**src/rtl/regfile_wb_arbiter.sv**
```systemverilog
// Write-back arbiter: ALU and load results queue in small FIFOs and share the register-file write port.
// Optional macro WBARB_RR_EN selects round-robin grant; undefined gives load fixed priority.
module regfile_wb_arbiter #(
  parameter int unsigned BUS_DATA_WIDTH = 64,
  parameter int unsigned DEPTH          = 2
) (
  input  logic                      clk,
  input  logic                      reset,
  input  logic                      alu_valid,
  output logic                      alu_ready,
  input  logic [4:0]                alu_addr,
  input  logic [BUS_DATA_WIDTH-1:0] alu_data,
  input  logic                      ld_valid,
  output logic                      ld_ready,
  input  logic [4:0]                ld_addr,
  input  logic [BUS_DATA_WIDTH-1:0] ld_data,
  output logic                      write_en,
  output logic [4:0]                addressC,
  output logic [BUS_DATA_WIDTH-1:0] writeBack,
  output logic [31:0]               pending_mask,
  output logic                      idle
);

  localparam int unsigned AW    = 5;
  localparam int unsigned PTR_W = $clog2(DEPTH);
  localparam int unsigned CNT_W = $clog2(DEPTH + 1);

  logic [AW-1:0]             alu_addr_q [DEPTH];
  logic [BUS_DATA_WIDTH-1:0] alu_data_q [DEPTH];
  logic [AW-1:0]             ld_addr_q  [DEPTH];
  logic [BUS_DATA_WIDTH-1:0] ld_data_q  [DEPTH];

  logic [PTR_W-1:0] alu_wr_q, alu_wr_d, alu_rd_q, alu_rd_d;
  logic [PTR_W-1:0] ld_wr_q,  ld_wr_d,  ld_rd_q,  ld_rd_d;
  logic [CNT_W-1:0] alu_cnt_q, alu_cnt_d, ld_cnt_q, ld_cnt_d;

  logic                      write_en_q, write_en_d;
  logic [AW-1:0]             addr_q, addr_d;
  logic [BUS_DATA_WIDTH-1:0] data_q, data_d;

  logic alu_push, ld_push, alu_ne, ld_ne, pop_alu, pop_ld;
  logic [AW-1:0]             alu_head_addr, ld_head_addr;
  logic [BUS_DATA_WIDTH-1:0] alu_head_data, ld_head_data;

`ifdef WBARB_RR_EN
  logic grant_ld_q, grant_ld_d;
`endif

  // Ready depends only on registered occupancy; forced low while in reset.
  assign alu_ready = !reset && (alu_cnt_q < CNT_W'(DEPTH));
  assign ld_ready  = !reset && (ld_cnt_q  < CNT_W'(DEPTH));
  assign alu_push  = alu_valid && alu_ready;
  assign ld_push   = ld_valid  && ld_ready;

  assign alu_ne        = (alu_cnt_q != '0);
  assign ld_ne         = (ld_cnt_q  != '0);
  assign alu_head_addr = alu_addr_q[alu_rd_q];
  assign alu_head_data = alu_data_q[alu_rd_q];
  assign ld_head_addr  = ld_addr_q[ld_rd_q];
  assign ld_head_data  = ld_data_q[ld_rd_q];

  // Grant selection and next-state for pointers, counts and write port.
  always_comb begin
    pop_alu    = 1'b0;
    pop_ld     = 1'b0;
    write_en_d = 1'b0;
    addr_d     = addr_q;
    data_d     = data_q;
`ifdef WBARB_RR_EN
    grant_ld_d = grant_ld_q;
    if (alu_ne && ld_ne) begin
      pop_ld  = grant_ld_q;
      pop_alu = !grant_ld_q;
    end else begin
      pop_alu = alu_ne;
      pop_ld  = ld_ne;
    end
    if (pop_alu)     grant_ld_d = 1'b1;
    else if (pop_ld) grant_ld_d = 1'b0;
`else
    pop_ld  = ld_ne;
    pop_alu = alu_ne && !ld_ne;
`endif
    if (pop_ld) begin
      write_en_d = (ld_head_addr != '0);
      addr_d     = ld_head_addr;
      data_d     = ld_head_data;
    end else if (pop_alu) begin
      write_en_d = (alu_head_addr != '0);
      addr_d     = alu_head_addr;
      data_d     = alu_head_data;
    end
    alu_wr_d  = alu_push ? alu_wr_q + PTR_W'(1) : alu_wr_q;
    alu_rd_d  = pop_alu  ? alu_rd_q + PTR_W'(1) : alu_rd_q;
    ld_wr_d   = ld_push  ? ld_wr_q  + PTR_W'(1) : ld_wr_q;
    ld_rd_d   = pop_ld   ? ld_rd_q  + PTR_W'(1) : ld_rd_q;
    alu_cnt_d = alu_cnt_q + CNT_W'(alu_push) - CNT_W'(pop_alu);
    ld_cnt_d  = ld_cnt_q  + CNT_W'(ld_push)  - CNT_W'(pop_ld);
  end

  always_ff @(posedge clk) begin
    if (reset) begin
      alu_wr_q   <= '0;
      alu_rd_q   <= '0;
      alu_cnt_q  <= '0;
      ld_wr_q    <= '0;
      ld_rd_q    <= '0;
      ld_cnt_q   <= '0;
      write_en_q <= 1'b0;
      addr_q     <= '0;
      data_q     <= '0;
`ifdef WBARB_RR_EN
      grant_ld_q <= 1'b0;
`endif
    end else begin
      alu_wr_q   <= alu_wr_d;
      alu_rd_q   <= alu_rd_d;
      alu_cnt_q  <= alu_cnt_d;
      ld_wr_q    <= ld_wr_d;
      ld_rd_q    <= ld_rd_d;
      ld_cnt_q   <= ld_cnt_d;
      write_en_q <= write_en_d;
      addr_q     <= addr_d;
      data_q     <= data_d;
`ifdef WBARB_RR_EN
      grant_ld_q <= grant_ld_d;
`endif
    end
  end

  // FIFO storage needs no reset; occupancy alone decides validity.
  always_ff @(posedge clk) begin
    if (alu_push) begin
      alu_addr_q[alu_wr_q] <= alu_addr;
      alu_data_q[alu_wr_q] <= alu_data;
    end
    if (ld_push) begin
      ld_addr_q[ld_wr_q] <= ld_addr;
      ld_data_q[ld_wr_q] <= ld_data;
    end
  end

  // Pending mask walks the occupied slots from each read pointer.
  always_comb begin
    pending_mask = '0;
    for (int unsigned k = 0; k < DEPTH; k++) begin
      if (CNT_W'(k) < alu_cnt_q) pending_mask[alu_addr_q[alu_rd_q + PTR_W'(k)]] = 1'b1;
      if (CNT_W'(k) < ld_cnt_q)  pending_mask[ld_addr_q[ld_rd_q + PTR_W'(k)]]   = 1'b1;
    end
    if (write_en_q) pending_mask[addr_q] = 1'b1;
    pending_mask[0] = 1'b0;
  end

  assign write_en  = write_en_q;
  assign addressC  = addr_q;
  assign writeBack = data_q;
  assign idle      = (alu_cnt_q == '0) && (ld_cnt_q == '0) && !write_en_q;

endmodule

```
**config.mk**
```make
export PLATFORM = sky130hd
export DESIGN_NAME = regfile_wb_arbiter
export DESIGN_NICKNAME = d
export VERILOG_FILES = /design/src/rtl/regfile_wb_arbiter.sv
export SDC_FILE = /design/constraint.sdc
export NUM_CORES = 1
export LEC_CHECK = 0
export ABC_AREA = 1
export ABC_CLOCK_PERIOD_IN_PS = 4640
export CORE_ASPECT_RATIO = 1.1
export CORE_UTILIZATION = 40
export CTS_BUF_LIST = sky130_fd_sc_hd__clkbuf_8
export DETAILED_ROUTE_END_ITERATION = 10
export PLACE_DENSITY = 0.73
export RECOVER_POWER = 100
export SYNTH_ARGS = -nofsm -noshare
export SYNTH_HDL_FRONTEND = slang
export SYNTH_SLANG_ARGS = --single-unit
```
**constraint.sdc**
```tcl
create_clock -name clk -period 4.64 [get_ports clk]
set_input_delay 0.464 -clock clk [delete_from_list [all_inputs] [get_ports clk]]
set_output_delay 0.464 -clock clk [all_outputs]
set_load 0.005 [all_outputs]
```
==> run summary <==
Tightest Pin Transition: 2.60 ns
Max-cap violations: 5
Worst Hold Depth: 2
power share of the combinational group: 23.8%
R2R depth: 4
Rel. slew slack: -73.8%
HPWL Detailed: 27900 um
reg2reg end: alu_data_q[1][4]
share of post-route cells with drive strength above 1: 6.82%
RSZ-0062 raised after global routing: false
critical path launch point type: register
row count: 73
Pint: 5840 uW
Flop pwr share: 46.4%
synth unique cells: 34
setup TNS: 0 ns
Pwr Density: 455 nW/um^2
last element of the critical path: pending_mask[16]
clock power share: 29.8%
Synth area leader: edfxtp_1
Area Overhead vs Synth: 25.6%
Max Buffers Root-to-Sink: 3
Max Clock Freq: 251 MHz
EDFF count, synth: 276
core area: 36400 um^2
gr usage total: 22.0%
Hold Fails Final Rpt: 0
post-CTS setup buffers: 0
largest net degree at the start of global routing: 75
Worst Path Max Fanout: 47
r2r setup slk: 1.17 ns
VDD IR max: 0.347 mV
DRT Pass-1 Iters: 7
number of global-route vias before repair: 11155
clock insertion delay at the later pin of the skew report: 0.60 ns
CP arrival: 3.52 ns
die area: 38000 um^2
synthesis-stage register bit count: 356
Syn Area/Cell: 10.0 um^2
final-report setup violation count: 0
initial antenna violation count: 16
sequential cell area fraction in the yosys report: 66.4%
Die Wd: 186 um
RD Place Congestion: 1.02
fin nets: 1876
Syn. warnings: 0
io pins: 247
fillers: 3162
ys async rst share: 0%
Wirelength per Cell: 18.4 um
worst r2r src: alu_cnt_q[1]
most frequent cell after synthesis: nand2_1
Max Clock Skew: 0.0202 ns
Setup crit end kind: output port
Cells after Synth: 1488
Clock Tree Root: clkbuf_8
area of the multi-input gates: 4390 um^2
initial core utilization: 40.9%
clock sink total: 356
global-route wire length before repair: 62700 um
cts hold-fix bufs: 0
HP Class: input port to register
routed vias: 11512
CTS tree: done
Data required, critical path: 4.18 ns
FF+latch area: 9890 um^2
CTS buffer count: 52
sw frac: 31.5%
Crit Path Class: register to output port
violated checks: max-capacitance violations, max-slew violations
Tot Pwr: 8520 uW
IO buf count: 245
DRC viols: 0
Hold Slack: 0.206 ns
Worst Hold Launch: reset
Final Slew Violations: 283
syn_nets: 1632
Synth top area share: 55.6%
# resized after CTS: 0
H-tree depth: 2
Tmin final: 3.99 ns
most area-consuming cells after synthesis: edfxtp_1 (56%), dfxtp_1 (11%), nand2_1 (10%), nor2_1 (7.9%), o21ai_0 (2.8%)
Die Ht: 204 um
Final Cycle Share: 85.9%
initial DRC count: 897
Total Wirelength: 41800 um
Mapped Area: 14900 um^2
Top FF cell, synth: edfxtp_1
outcome: complete, but fails checks
total congestion overflow: 0
Post-synth top cells: nand2_1 (406), nor2_1 (313), edfxtp_1 (276), o21ai_0 (82), dfxtp_1 (80)
net load switching power: 2680 uW
vias per cell: 5.08
Leak: 0.00714 uW
Clock Pin Slew Worst Setup and Hold Paths: 0.07 ns
ANT nets after route: 0
## per-stage QoR
stage	util (%)	std cells	area (um^2)	worst slack, ns
global route	51.4	2267	18700	0.369
global placement	48.5	2165	17700	1.53
detailed placement	48.5	2165	17700	1.53
finish	51.4	2268	18700	0.653
floorplan	-	1488	14900	0.263
CTS	51.4	2262	18700	0.863
## sequential cells by signal (all words and copies together), names as in the netlist, 2 cells and up, named ones only
name,flops
ld_addr_q,10
ld_cnt_q,2
alu_data_q,128
writeBack,64
alu_cnt_q,2
addressC,5
ld_data_q,128
alu_addr_q,10
## cells in the final DEF (no fill, tap or decap), drive strengths merged, types with 13 or more instances in the layout
cell / count
nand2: 412
nor2: 318
edfxtp: 276
dlygate4sd3: 235
o21ai: 97
dfxtp: 80
nand3: 79
inv: 72
clkbuf: 64
a31oi: 63
a21oi: 21
clkinv: 13
## metal layers
layer	global-route usage [%]	vias to the layer above	part of all wire (%)
li1	-	5529	-
met1	26.0	5384	39
met2	37.4	452	49
met3	5.31	131	7.3
met4	10.3	16	4.0
met5	0	-	0.22
## kinds of logic after synthesis
logic type,after synthesis,synth area share [%]
AND/OR/NAND/NOR,816,21.9
flip-flops,356,66.4
AO/OA/AOI/OAI,191,7.29
buffers and inverters,121,4.24
adder cells (fa/ha/maj),2,0.168
XOR/XNOR,1,0.0588
other,1,0.0252
## critical path, stage by stage, from the launching register on
cell and delay, ns:
dfxtp_2 0.32, inv_1 0.63, buf_4 0.62, nand2_1 0.11
nand2_1 0.13, nand2_1 0.08, nor2_1 0.20, nand2_1 0.08
nand2_1 0.07, nor2_1 0.06, nand2_1 0.07, dlygate4sd3_1 0.57
## power groups by stage
stage | clock, uW | combinational [uW] | sequential, uW
final | 2540 | 2030 | 3960
after global routing | 2720 | 2250 | 3990
after CTS | 2590 | 2130 | 3950
after detailed placement | 0 | 2130 | 4020
after global placement | 0 | 2080 | 4010
after floorplan | 0 | 1280 | 3970
## layout make-up
cell class / count / area share, %
Timing Repair Buffer: 257 / 13.6
Clock buffer: 60 / 4.41
Inverter: 54 / 1.08
Sequential cell: 356 / 52.8
Clock inverter: 37 / 1.30
Tap cell: 487 / 3.25
Antenna cell: 6 / 0.0802
Multi-Input combinational cell: 1011 / 23.5
## how the worst min path moves through the flow
stage,to
3_5_place_dp,writeBack[21]
4_1_cts,ld_cnt_q[1]
5_1_grt,ld_cnt_q[1]
2_1_floorplan,writeBack[31]
6_report,ld_cnt_q[1]
3_3_place_gp,writeBack[26]
No activity file was read; power rests on OpenSTA's default activity.
